**src/rtl/spi_pkg.sv**
```systemverilog
// Shared constants for the parametrised SPI transmitter: FSM state encodings
// and the four SPI modes expressed as {CPOL, CPHA}.
package spi_pkg;

   localparam logic [1:0] ST_IDLE  = 2'd0;
   localparam logic [1:0] ST_SETUP = 2'd1;
   localparam logic [1:0] ST_SHIFT = 2'd2;
   localparam logic [1:0] ST_HOLD  = 2'd3;

   localparam logic [1:0] SPI_MODE0 = 2'b00;
   localparam logic [1:0] SPI_MODE1 = 2'b01;
   localparam logic [1:0] SPI_MODE2 = 2'b10;
   localparam logic [1:0] SPI_MODE3 = 2'b11;

endpackage

```
**src/rtl/spi_tx_param.sv**
```systemverilog
// Word-wide SPI master transmitter with selectable mode and bit order, owning
// an active-low chip select that can be held low across a burst of words.
module spi_tx_param
   import spi_pkg::*;
#(
   parameter int unsigned WIDTH     = 8,
   parameter bit          CPOL      = 1'b0,
   parameter bit          CPHA      = 1'b0,
   parameter bit          LSB_FIRST = 1'b0
)
(
   input  logic             clk,
   input  logic             rst_n,
   input  logic             clk_en,
   input  logic             wr_en,
   input  logic [WIDTH-1:0] data_in,
   input  logic             cs_keep,
   output logic             ready,
   output logic             sent,
   output logic             serial_out,
   output logic             serial_clock,
   output logic             cs_n
);

   localparam int unsigned CW = $clog2(WIDTH);
   localparam logic [1:0]  MODE = {CPOL, CPHA};
   // Modes 1 and 3 launch data on the leading edge; 0 and 2 pre-load it.
   localparam bit LEAD_DATA = (MODE == SPI_MODE1) || (MODE == SPI_MODE3);

   logic [1:0]       state;
   logic [WIDTH-1:0] shreg;
   logic [WIDTH-1:0] shifted;
   logic [CW-1:0]    cnt;
   logic             keep;
   logic             phase;
   logic             cur_bit;
   logic             next_bit;
   logic             first_bit;

   assign ready = (state == ST_IDLE);

   always_comb begin
      if (LSB_FIRST) begin
         cur_bit   = shreg[0];
         next_bit  = shreg[1];
         shifted   = {1'b0, shreg[WIDTH-1:1]};
         first_bit = data_in[0];
      end else begin
         cur_bit   = shreg[WIDTH-1];
         next_bit  = shreg[WIDTH-2];
         shifted   = {shreg[WIDTH-2:0], 1'b0};
         first_bit = data_in[WIDTH-1];
      end
   end

   always_ff @(posedge clk) begin
      if (!rst_n) begin
         state        <= ST_IDLE;
         serial_out   <= 1'b0;
         serial_clock <= CPOL;
         cs_n         <= 1'b1;
         sent         <= 1'b0;
         cnt          <= '0;
         shreg        <= '0;
         keep         <= 1'b0;
         phase        <= 1'b0;
      end else begin
         sent <= 1'b0;
         case (state)
            ST_IDLE: begin
               serial_clock <= CPOL;
               if (wr_en) begin
                  shreg <= data_in;
                  keep  <= cs_keep;
                  cnt   <= CW'(WIDTH - 1);
                  phase <= 1'b0;
                  cs_n  <= 1'b0;
                  state <= ST_SETUP;
                  if (!LEAD_DATA) begin
                     serial_out <= first_bit;
                  end
               end
            end
            ST_SETUP: begin
               if (clk_en) begin
                  state <= ST_SHIFT;
               end
            end
            ST_SHIFT: begin
               if (clk_en) begin
                  if (!phase) begin
                     serial_clock <= ~CPOL;
                     phase        <= 1'b1;
                     if (LEAD_DATA) begin
                        serial_out <= cur_bit;
                     end
                  end else begin
                     serial_clock <= CPOL;
                     phase        <= 1'b0;
                     if (cnt != '0) begin
                        shreg <= shifted;
                        cnt   <= cnt - 1'b1;
                        if (!LEAD_DATA) begin
                           serial_out <= next_bit;
                        end
                     end else if (keep) begin
                        // Burst word: stay selected so the next word follows seamlessly.
                        sent  <= 1'b1;
                        state <= ST_IDLE;
                     end else begin
                        state <= ST_HOLD;
                     end
                  end
               end
            end
            ST_HOLD: begin
               if (clk_en) begin
                  cs_n  <= 1'b1;
                  sent  <= 1'b1;
                  state <= ST_IDLE;
               end
            end
            default: state <= ST_IDLE;
         endcase
      end
   end

endmodule

```
**config.mk**
```make
export PLATFORM = sky130hd
export DESIGN_NAME = spi_tx_param
export DESIGN_NICKNAME = d
export VERILOG_FILES = /design/src/rtl/spi_pkg.sv /design/src/rtl/spi_tx_param.sv
export SDC_FILE = /design/constraint.sdc
export NUM_CORES = 1
export LEC_CHECK = 0
export BUFFER_PORTS_ARGS = -buffer_cell sky130_fd_sc_hd__buf_4
export CORE_MARGIN = 5
export CORE_UTILIZATION = 45
export CTS_CLUSTER_SIZE = 8
export DETAILED_ROUTE_END_ITERATION = 12
export GPL_TIMING_DRIVEN = 0
export HOLD_SLACK_MARGIN = 0.03
export PLACE_DENSITY = 0.72
export SYNTH_ARGS = -nofsm -noshare
export SYNTH_HDL_FRONTEND = slang
export SYNTH_SLANG_ARGS = --single-unit
```
**constraint.sdc**
```tcl
create_clock -name clk -period 1.7 [get_ports clk]
set_input_delay 0.255 -clock clk [delete_from_list [all_inputs] [get_ports clk]]
set_output_delay 0.255 -clock clk [all_outputs]
set_load 0.01 [all_outputs]
```
Yosys cells after proc, flatten, opt, wreduce, memory -nomap -nowiden. Index checks and enable logic that the tools add are counted.

Bits in registers: 18. Input bits: 13. Output and inout bits: 5. Word-level logic and storage cells: 66.

$add $sub $neg: 1. Equality and inequality tests: 10. Mux-type cells: 36. Reductions and logical operators: 10.

Operators by type and width (count): 2-to-1 mux 7 bit (4); 2-to-1 mux 2 bit (7); inequality test 2 bit, second input constant (7); case mux 7 bit (2 select lines) (1); 2-to-1 mux 1 bit (13); 2-to-1 mux 3 bit (4); case mux 1 bit (2 select lines) (5); case mux 2 bit (4 select lines) (1); case mux 3 bit (2 select lines) (1); AND reduction 3 bit (2); AND reduction 6 bit (1); AND reduction 5 bit (1); == test 2 bit, second input constant (2); AND reduction 2 bit (2); nonzero test 2 bit (2); nonzero test 3 bit (1); subtractor 3 x 1 -> 3 bit, second input constant (1); == test 2 x 1 -> 1 bit, second input constant (1); logical NOT 2 bit (1).

Logic depth before layout (Yosys ltp).
Word-level depth: 5. Mapped depth: 7. Depth with buffers taken out: 6.

Worst setup path after synthesis. No wires, ideal clock.

Kind: register -> register. Start: register cnt[0]. End: register serial_out. Data arrival time: 1.439 ns. Required time: 1.584 ns. Slack: 0.144 ns. Cell stages (with the launch flop): 8. Path buffers: 1. Cells stage by stage: dfxtp_1 > inv_1 > ha_1 > nor2b_1 > a221oi_4 > buf_6 > nand2_1 > o211a_1.

Word-level cells in the longest chain between the ends: 3.

Ends and longest elaborated chain: start, declared (line spi_tx_param.sv:33) `logic [CW-1:0] cnt;`; start signal, assigned (line spi_tx_param.sv:75) `cnt <= CW'(WIDTH - 1);`; start signal, assigned (line spi_tx_param.sv:102) `cnt <= cnt - 1'b1;`; nonzero test 3 bit (line spi_tx_param.sv:100) `if (cnt != '0) begin`; inequality test 2 bit (no line); AND reduction 5 bit (no line); end signal, assigned (line spi_tx_param.sv:80) `serial_out <= first_bit;`; end signal, assigned (line spi_tx_param.sv:95) `serial_out <= cur_bit;`; end signal, assigned (line spi_tx_param.sv:104) `serial_out <= next_bit;`; end, declared (line spi_tx_param.sv:20) `output logic serial_out,`.

No other way between the ends. A chain may end at the register's enable or synchronous reset.

Worst setup path in the final report.
Start: register state[0]. End: output ready.

Word-level cells in the longest chain between the ends: 1.

Ends and longest elaborated chain: start, declared (line spi_tx_param.sv:30) `logic [1:0] state;`; start signal, assigned (line spi_tx_param.sv:58) `state <= ST_IDLE;`; start signal, assigned (line spi_tx_param.sv:78) `state <= ST_SETUP;`; start signal, assigned (line spi_tx_param.sv:86) `state <= ST_SHIFT;`; logical NOT 2 bit (line spi_tx_param.sv:40) `assign ready = (state == ST_IDLE);`; end, declared (line spi_tx_param.sv:18) `output logic ready,`.

No other way between the ends.

==> results_dict.tcl <==
set metrics [dict create \
    ios 18 \
    clockRootBuffer "clkbuf_4" \
    yosysMostFrequentCell "dfxtp_1" \
    regToRegStartpoint "cnt[0]" \
    p_per_area_nw_per_um2 866 \
    setup_slack_ns 0.133 \
    synth-edff-count 0 \
    place.port_buffers 16 \
    place_area_um2 1050 \
    p_comb_frac 0.226 \
    cp_top_family "buffers and inverters" \
    routedWlPerCell_um 12.7 \
    synth-seq-area-share 0.402 \
    r2r_cells 7 \
    p_sw_frac 0.271 \
    worst_slew_pin_slew_ns 0.414 \
    die_area_um2 2990 \
    ys_warn_count 0 \
    vias 738 \
    reg2reg_to "shreg[4]" \
    endpoint_kind "output port" \
    setup_viol 0 \
    total_power_mw 0.967 \
    drtAntennaViolNets 0 \
    holdCritStartpoint "data_in[0]" \
    critical_path.max_stage_delay_ns 0.40 \
    cts_htree_levels 1 \
    seqPwrFrac 0.504 \
    crit_required_ns 1.44 \
    crit_type "reg2out" \
    ctsLongestPathBuffers 2 \
    dp_hpwl_um 1320 \
    relSlewSlack 0.724 \
    grt_overflow 0 \
    synth_top_area_share 0.402 \
    report.final.hold_viol_count 0 \
    clk_latency_ns 0.29 \
    skew_ns 0.00137 \
    core_area_um2 1920 \
    synth_cells 96 \
    layout.cells.non_filler 145 \
    placed_cells 139 \
    slowest_stage "dfxtp_1" \
    grt_pass1_wl_um 3330 \
    ys_top_cells_by_area "dfxtp_1 (40%), o211a_1 (8.9%), mux2i_1 (7.8%), nand2_1 (4.6%), o21ai_0 (4.5%)" \
    reg2reg_slack_ns 0.14 \
    worst_hold_path.num_cells 3 \
    pwr-share-clk 0.270 \
    finalCritPeriodShare 0.922 \
    drive_gt1_frac 0.280 \
    outcome "finished, final reports clean" \
    p_sw_mw 0.262 \
    area_growth_pct 24.4 \
    drtIter0Drc 16 \
    path_max_fanout 10 \
    synth_top_cell_by_area "dfxtp_1" \
    antenna_found_initial 0 \
    cap_violations 0 \
    vias_per_cell 5.09 \
    grt_pass1_vias 738 \
    cts_tree "yes" \
    ir_worst_vdd_mv 0.569 \
    cts.sinks 18 \
    hp-class "in2reg" \
    pre_cts_ws_ns -0.0517 \
    max_freq_ghz 0.638 \
    rows 16 \
    nets 134 \
    utilization 0.581 \
    grt_start_max_net_pins 11 \
    synthArstFlopShare 0 \
    path_buf_inv 2 \
    rsz0062_at_grt "no" \
    dieHeight_um 54.7 \
    start_util 0.467 \
    setup-tns-final_ns 0 \
    die_w_um 54.7 \
    diodes 0 \
    synthesis.nets 111 \
    path_clk_slew_ns 0.10 \
    synth_area_um2 897 \
    synth.distinct_cells 28 \
    gp_congestion 0.792 \
    route.detailed.drc 0 \
    routed_wirelength_um 1840 \
    postSynthAreaPerCell_um2 9.34 \
    min_period_ns 1.57 \
    crit_arrival_ns 1.31 \
    cts_made_buffers 3 \
    hold_path_end "shreg[0]" \
    p_int_mw 0.705 \
    synth-main-ff-cell "dfxtp_1" \
    grt_util_all_layers 0.153 \
    leakage_nw 0.566 \
    crit_chain "clkbuf_1 -> nor2_1 -> buf_4" \
    detail_route.first_pass.iterations 4 \
    fin_area_um2 1120 \
    drv_slew 0 \
    whs_ns 0.200 \
    yosys_register_bits 18 \
    crit_path_start_kind "register" \
    synth_common_cells "dfxtp_1 (18), nand2_1 (11), o211a_1 (8), o21ai_0 (8), mux2i_1 (7)" \
]
tightest hold or removal path: stages:
cell and delay [ns]:
buf_4 0.07, nand4_1 0.06, o21ai_1 0.07
final cells by class:
class | count | area (um2)
inverters | 3 | 11.3
multi-input cells | 69 | 498
plain buffers | 6 | 36.3
flip-flops and latches | 18 | 362
clock buffers | 4 | 36.3
fillers | 187 | 806
well taps | 27 | 33.8
repair buffers | 18 | 139
cells in the final DEF (no fill, tap or decap), types with 2 or more instances in the layout:
cell      Yosys  final
buf_6         1      2
nand3_1       4      4
nand2b_1      4      4
a21oi_1       2      2
mux2i_1       7      7
a21boi_0      5      5
inv_1         3      3
buf_4         1     18
o221a_2       2      2
clkbuf_1      3      2
nand2_1      11     11
o21ai_0       8      7
ha_1          2      2
nor2_1        4      4
clkbuf_4      0      3
dfxtp_1      18     17
o211a_1       8      8
flip-flops by register name, indices dropped and copies added, names as in the netlist:
name and cells:
cnt 3, cs_n 1, keep 1, phase 1
sent 1, serial_clock 1, serial_out 1, shreg 7
state 2
power by group through the flow:
stage               clock [mW]  combinational [mW]  sequential, mW
floorplan                    0               0.136           0.492
detailed placement           0               0.202           0.495
global route             0.298               0.244           0.494
global placement             0               0.198           0.492
finish                   0.261               0.218           0.487
CTS                      0.271               0.206           0.485
cell families (layout without fill, tap and decap cells):
| family | after synthesis | in the layout | synth area share |
|---|---|---|---|
| AO/OA/AOI/OAI | 30 | 30 | 0.275 |
| adder cells (fa/ha/maj) | 2 | 2 | 0.0279 |
| buffers and inverters | 9 | 31 | 0.0516 |
| flip-flops | 18 | 18 | 0.402 |
| multiplexers | 7 | 7 | 0.0781 |
| AND/OR/NAND/NOR | 30 | 30 | 0.166 |
worst max path at each step:
stage                        start         end  slack (ns)  depth (start not counted)
after global placement      cnt[0]  serial_out       -0.02                          7
after detailed placement    cnt[0]  serial_out       -0.05                          7
after global routing      state[0]       ready       0.007                          3
after CTS                   cnt[0]    shreg[3]        0.06                          7
after floorplan             cnt[0]  serial_out        0.14                          7
final                     state[0]       ready        0.13                          3
per-layer routing:
| metal | up-vias | wire [um] | track usage |
|---|---|---|---|
| li1 | 388 | - | - |
| met1 | 339 | 860 | 0.198 |
| met2 | 9 | 900 | 0.242 |
| met3 | 2 | 69 | 0.0599 |
| met4 | 0 | 8 | 0.0249 |
| met5 | - | 0 | 0 |
what timing repair did:
item / CTS / global route
hold buffers: 0 / 0
buffers inserted: 1 / 1
gates resized for setup: 0 / 7
pin swaps: 1 / 1
setup endpoints to repair: 2 / 9
No activity file was read; power rests on OpenSTA's default activity.
